<file path="src/rtl/match_pkg.sv">
// Shared types and constants for the two-board match controller.
package match_pkg;

   typedef enum logic [2:0] {
      ST_IDLE    = 3'd0,
      ST_PLAY    = 3'd1,
      ST_SEND    = 3'd2,
      ST_WAIT_OP = 3'd3,
      ST_COMPARE = 3'd4,
      ST_RESULT  = 3'd5
   } state_t;

   // ASCII winner codes consumed by the text renderer
   localparam logic [6:0] WIN_NONE = 7'h30;
   localparam logic [6:0] WIN_ME   = 7'h31;
   localparam logic [6:0] WIN_OP   = 7'h32;
   localparam logic [6:0] WIN_TO   = 7'h33;

   localparam logic [6:0] SCORE_MAX = 7'd127;

   // Bit 7 marks a UART byte as a score frame
   localparam int FRAME_BIT = 7;

   // A tie goes to the opponent
   function automatic logic [6:0] pick_winner(input logic [6:0] mine,
                                              input logic [6:0] theirs);
      return (mine > theirs) ? WIN_ME : WIN_OP;
   endfunction

endpackage

</file>
<file path="src/rtl/match_controller_prescaler.sv">
// One-second prescaler: counts 0..CLK_FREQ_HZ-1 and pulses tick on the wrap cycle.
module sec_prescaler #(
   parameter int CLK_FREQ_HZ = 65_000_000
) (
   input  logic clk,
   input  logic rst,
   input  logic clr,
   output logic tick
);

   localparam int CW = (CLK_FREQ_HZ > 1) ? $clog2(CLK_FREQ_HZ) : 1;
   localparam logic [CW-1:0] LAST = CW'(CLK_FREQ_HZ - 1);

   logic [CW-1:0] count_q;

   // Free-running count, restarted by reset or an explicit clear
   always_ff @(posedge clk) begin
      if (rst || clr) begin
         count_q <= '0;
      end else if (count_q == LAST) begin
         count_q <= '0;
      end else begin
         count_q <= count_q + 1'b1;
      end
   end

   // A clear in the wrap cycle suppresses that tick
   assign tick = (count_q == LAST) && !clr;

endmodule

</file>
<file path="src/rtl/match_controller.sv">
// Round sequencer: scores hits, runs the round timer, sends the local score
// over UART, waits for the opponent score and latches the ASCII winner code.
//
//  state      | meaning
//  -----------+-----------------------------------------------------------
//  ST_IDLE    | after reset, waiting for start
//  ST_PLAY    | round running: hits scored, time_left counts down
//  ST_SEND    | offering {1, my_score} to the UART until accepted
//  ST_WAIT_OP | waiting for the opponent score frame or the timeout
//  ST_COMPARE | one cycle to decide the winner
//  ST_RESULT  | holding winner and score until the next start
module match_controller
   import match_pkg::*;
#(
   parameter int CLK_FREQ_HZ  = 65_000_000,
   parameter int GAME_SECONDS = 30,
   parameter int OP_TIMEOUT_S = 3
) (
   input  logic       clk,
   input  logic       rst,
   input  logic       start,
   input  logic       hit,
   input  logic       tx_ready,
   output logic       tx_valid,
   output logic [7:0] tx_data,
   input  logic       rx_valid,
   input  logic [7:0] rx_data,
   output logic [6:0] my_score,
   output logic [5:0] time_left,
   output logic       game_active,
   output logic [6:0] winner
);

   state_t     state_q, state_d;
   logic [6:0] my_score_q, my_score_d;
   logic [5:0] time_left_q, time_left_d;
   logic       tx_valid_q, tx_valid_d;
   logic [7:0] tx_data_q, tx_data_d;
   logic [6:0] winner_q, winner_d;
   logic       game_active_q, game_active_d;
   logic       op_valid_q, op_valid_d;
   logic [6:0] op_score_q, op_score_d;
   logic [7:0] to_cnt_q, to_cnt_d;
   logic       presc_clr;
   logic       tick;
   logic       frame;

   sec_prescaler #(
      .CLK_FREQ_HZ(CLK_FREQ_HZ)
   ) u_prescaler (
      .clk (clk),
      .rst (rst),
      .clr (presc_clr),
      .tick(tick)
   );

   assign frame = rx_valid && rx_data[FRAME_BIT];

   // Next-state and next-output decode
   always_comb begin
      state_d     = state_q;
      my_score_d  = my_score_q;
      time_left_d = time_left_q;
      tx_valid_d  = tx_valid_q;
      tx_data_d   = tx_data_q;
      winner_d    = winner_q;
      op_valid_d  = op_valid_q;
      op_score_d  = op_score_q;
      to_cnt_d    = to_cnt_q;
      presc_clr   = 1'b0;

      if (frame && (state_q == ST_PLAY || state_q == ST_SEND || state_q == ST_WAIT_OP)) begin
         op_valid_d = 1'b1;
         op_score_d = rx_data[6:0];
      end

      case (state_q)
         ST_IDLE, ST_RESULT: begin
            if (start) begin
               state_d     = ST_PLAY;
               my_score_d  = '0;
               op_valid_d  = 1'b0;
               presc_clr   = 1'b1;
               time_left_d = 6'(GAME_SECONDS);
               winner_d    = WIN_NONE;
            end
         end
         ST_PLAY: begin
            if (hit && my_score_q != SCORE_MAX) begin
               my_score_d = my_score_q + 7'd1;
            end
            if (tick) begin
               if (time_left_q <= 6'd1) begin
                  // Final second: the hit taken this cycle goes into the frame
                  time_left_d = '0;
                  state_d     = ST_SEND;
                  tx_valid_d  = 1'b1;
                  tx_data_d   = {1'b1, my_score_d};
               end else begin
                  time_left_d = time_left_q - 6'd1;
               end
            end
         end
         ST_SEND: begin
            if (tx_valid_q && tx_ready) begin
               tx_valid_d = 1'b0;
               tx_data_d  = '0;
               state_d    = ST_WAIT_OP;
               presc_clr  = 1'b1;
               to_cnt_d   = 8'(OP_TIMEOUT_S);
            end
         end
         ST_WAIT_OP: begin
            // A frame beats a coincident timeout
            if (op_valid_q || frame) begin
               state_d = ST_COMPARE;
            end else if (tick) begin
               if (to_cnt_q <= 8'd1) begin
                  winner_d = WIN_TO;
                  state_d  = ST_RESULT;
               end else begin
                  to_cnt_d = to_cnt_q - 8'd1;
               end
            end
         end
         ST_COMPARE: begin
            winner_d = pick_winner(my_score_q, op_score_q);
            state_d  = ST_RESULT;
         end
         default: begin
            state_d = ST_IDLE;
         end
      endcase

      game_active_d = (state_d == ST_PLAY);
   end

   // State and registered outputs
   always_ff @(posedge clk) begin
      if (rst) begin
         state_q       <= ST_IDLE;
         my_score_q    <= '0;
         time_left_q   <= '0;
         tx_valid_q    <= 1'b0;
         tx_data_q     <= '0;
         winner_q      <= WIN_NONE;
         game_active_q <= 1'b0;
         op_valid_q    <= 1'b0;
         op_score_q    <= '0;
         to_cnt_q      <= '0;
      end else begin
         state_q       <= state_d;
         my_score_q    <= my_score_d;
         time_left_q   <= time_left_d;
         tx_valid_q    <= tx_valid_d;
         tx_data_q     <= tx_data_d;
         winner_q      <= winner_d;
         game_active_q <= game_active_d;
         op_valid_q    <= op_valid_d;
         op_score_q    <= op_score_d;
         to_cnt_q      <= to_cnt_d;
      end
   end

   assign my_score    = my_score_q;
   assign time_left   = time_left_q;
   assign tx_valid    = tx_valid_q;
   assign tx_data     = tx_data_q;
   assign winner      = winner_q;
   assign game_active = game_active_q;

endmodule

</file>
<file path="config.mk">
export PLATFORM = sky130hd
export DESIGN_NAME = match_controller
export DESIGN_NICKNAME = d
export VERILOG_FILES = /design/src/rtl/match_pkg.sv /design/src/rtl/match_controller_prescaler.sv /design/src/rtl/match_controller.sv
export SDC_FILE = /design/constraint.sdc
export NUM_CORES = 1
export LEC_CHECK = 0
export CAP_MARGIN = 10
export CORE_MARGIN = 2
export CORE_UTILIZATION = 65
export CTS_BUF_LIST = sky130_fd_sc_hd__clkbuf_4 sky130_fd_sc_hd__clkbuf_8
export DETAILED_ROUTE_END_ITERATION = 6
export DONT_BUFFER_PORTS = 1
export GPL_TIMING_DRIVEN = 0
export PLACE_DENSITY = 0.81
export SKIP_LAST_GASP = 1
export SYNTH_ARGS = -nofsm -noshare
export SYNTH_HDL_FRONTEND = slang
export SYNTH_HIERARCHICAL = 1
export SYNTH_SLANG_ARGS = --single-unit
</file>
<file path="constraint.sdc">
create_clock -name clk -period 8.28 [get_ports clk]
set_input_delay 0.828 -clock clk [delete_from_list [all_inputs] [get_ports clk]]
set_output_delay 0.828 -clock clk [all_outputs]
set_load 0.01 [all_outputs]
</file>
==> out/qor.txt <==
Post-synthesis sequential area ratio -> 36.74%
Synth Instances -> 447
Htree depth -> 3
IO Count -> 44
Die Ht -> 80.06 um
Gr ovfl total -> 0
Final Cycle Share -> 39.01%
Switching power -> 0.1641 mW
Area share of the largest cell type after synthesis -> 36.74%
Die area -> 0.006409 mm^2
Layout cell share with drive strength beyond 1 -> 11.59%
Clock Power Share -> 42.6%
Synthesized flop and latch total -> 69
Crit path launch -> u_prescaler/count_q[0]
Vias in the first global route -> 2988
# DRC -> 0
Most common library cells after synthesis -> 69 x dfxtp_1, 51 x nor2_1, 45 x nand2_1
Synth cell types -> 66
Outcome -> finished, final reports clean
Initial antenna violation count -> 0
Crit end category -> flop
Clock Tree Root -> clkbuf_8
Post-synth EDFFs -> 0
Register share of total power -> 49.8%
Worst hold path class -> flop to flop
Slew Limit Fails -> 0
R2R cell count -> 11
Clock Path Buffers -> 2
Core area -> 0.005540 mm^2
Req. time, crit path -> 8.53 ns
FMAX -> 309.6 MHz
Setup TNS Final -> 0 ns
Initial Utilization -> 67.86%
Worst Path Max Fanout -> 10
HP Start -> op_score_q[3]
# rows -> 27
Fin. Hold Viols -> 0
Die Span X -> 80.06 um
Post-synth top flop -> dfxtp_1
Vias -> 3272
Worst setup SP type -> flop
Synth warnings -> 6
Clk Latency, worst-skew pair -> 0.34 ns
Pwr dens -> 170.7 mW/mm^2
Syn avg cell area -> 8.411 um^2
Least-Margin Pin Slew -> 0.6014 ns
Drt initial violations -> 184
RSZ-0062 raised after global routing -> false
Drt wl/cell -> 15.54 um
Max VDD drop -> 0.2091 mV
Hold_buf cts -> 0
Mapped cell area -> 0.003760 mm^2
CTS tree -> done
Largest area contributor in the netlist -> dfxtp_1
Vias/cell -> 6.082
Share of total power in combinational logic -> 7.7%
DP HPWL -> 6118 um
# setup viols final -> 0
Leakage power -> 1.508 nW
Fin crit period -> 3.230 ns
Cell-internal power -> 0.5317 mW
Count leader, synth -> dfxtp_1
Tot GR Track Use -> 28.14%
Worst endpoint data arrival time -> 3.48 ns
Slew HR -> 59.91%
1st-pass router iterations -> 4
CTS Buf Count -> 9
Gpl congestion -> 0.8904
Post_cts resized -> 0
Switching share of power -> 23.59%
Largest net degree at the start of global routing -> 12
CTS clk-pin slew, worst paths -> 0.07 ns
PortBufs -> 0
Setup Fix Bufs, Post-CTS -> 0
First-pass GRT wire length -> 14090 um
Total Wirelength -> 8362 um
Final Net Count -> 488
Worst reg2reg startpoint -> u_prescaler/count_q[0]
Max cap viols -> 0
Detail Route Antenna Nets -> 0
Clock Skew -> 0.007799 ns
FFs w/ async S/R, synth -> 0%
Hold Path Cell Cnt -> 2
Kind of critical path -> flop to flop
P&R area growth vs syn -> 8.386%
Fin util -> 73.55%
Antenna Diode Count -> 0
Largest cells by area after synthesis -> dfxtp_1 37%, nor2_1 5.1%, nand2_1 4.5%
Clk sinks -> 69
==> per-stage QoR <==
stage                     setup WS, ns  power [mW]  area, um^2  hold WS [ns]  cells
after floorplan                  5.597      0.3932        3771        0.4419    450
after global placement           5.199      0.4042        3861        0.4647    522
after CTS                        5.107      0.7006        4075        0.4814    538
after global routing             4.698      0.7231        4075        0.4963    538
final                            5.050      0.6958        4075        0.4791    538
after detailed placement         5.142      0.4060        3861        0.4683    522
==> power by group through the flow <==
| stage | combinational, mW | clock [mW] | sequential (mW) |
|---|---|---|---|
| final | 0.0533 | 0.296 | 0.346 |
| after global routing | 0.0597 | 0.317 | 0.347 |
| after CTS | 0.0526 | 0.302 | 0.346 |
| after detailed placement | 0.0524 | 0 | 0.354 |
| after global placement | 0.0507 | 0 | 0.354 |
| after floorplan | 0.0414 | 0 | 0.352 |
==> cell families after synthesis <==
logic type / after synthesis / synth area share [%]
buffers and inverters: 43 / 5.424
other: 2 / 0.1997
DFF: 69 / 36.74
adders and majority gates: 13 / 4.326
and+or+nand+nor: 203 / 30.48
AOI/OAI and AO/OA: 90 / 16.44
muxes: 3 / 0.7987
xor gates and xnor gates: 24 / 5.591
==> final timing paths <==
kind	end	slack, ns
setup reg to reg	tx_data[3]	5.05
hold reg to reg	op_score_q[3]	0.48
hold / removal	op_score_q[3]	0.48
setup / recovery	tx_data[3]	5.05
==> sequential cells by signal, summed over array words and instances, names as in the netlist <==
register and count:
my_score 7, game_active 1, tx_data 7, winner 2
op_valid_q 1, state_q 3, time_left 6, op_score_q 7
tx_valid 1, u_prescaler/count_q 26, to_cnt_q 8
==> routing by layer <==
metal / share of wire (%) / wire length, um / GRT usage (%)
met1: 42 / 3544 / 35.25
met2: 48 / 4014 / 46.17
met3: 8.0 / 669 / 9.551
met4: 1.6 / 134 / 7.797
met5: 0 / 0 / 0
==> layout by cell type, fill, tap and decap left out, types with 3 or more instances in the layout <==
| cell type | n |
|---|---|
| conb_1 | 5 |
| o211ai_1 | 5 |
| or3_1 | 6 |
| and4_1 | 5 |
| ha_1 | 13 |
| buf_4 | 7 |
| or2_2 | 3 |
| dfxtp_1 | 69 |
| nor3_2 | 3 |
| buf_2 | 4 |
| clkinv_2 | 3 |
| nor4_1 | 4 |
| a211oi_1 | 5 |
| o21ai_0 | 12 |
| or4_1 | 8 |
| mux2i_1 | 3 |
| a31oi_1 | 5 |
| and3_1 | 5 |
| xnor2_1 | 16 |
| a21o_1 | 3 |
| clkbuf_1 | 10 |
| clkbuf_8 | 9 |
| xor2_1 | 8 |
| nor3_1 | 14 |
| a21oi_1 | 28 |
| o31ai_1 | 8 |
| nand2_1 | 45 |
| nand4_1 | 12 |
| inv_1 | 20 |
| nand2b_1 | 5 |
| nand3_1 | 20 |
| nor2_1 | 51 |
| o21ai_1 | 3 |
==> layout make-up <==
| class | instances | area [um^2] |
|---|---|---|
| clock inverter | 5 | 75.07 |
| sequential | 69 | 1381 |
| inverter | 20 | 75.07 |
| buffer | 23 | 128.9 |
| clock buffer | 11 | 138.9 |
| tap | 72 | 90.09 |
| multi-input combinational | 338 | 2186 |
| fill | 434 | 1465 |
==> worst max-delay path: stages (launching register included) <==
cell and delay [ns]:
dfxtp_1 0.42, ha_1 0.17, clkbuf_1 0.28, and4b_1 0.27
and4_1 0.27, nand2_1 0.12, nor2_1 0.29, nand2b_1 0.16
nor2_1 0.39, nand2_1 0.28, buf_2 0.26, o31ai_1 0.23
Power figures use the tool's default switching activity.
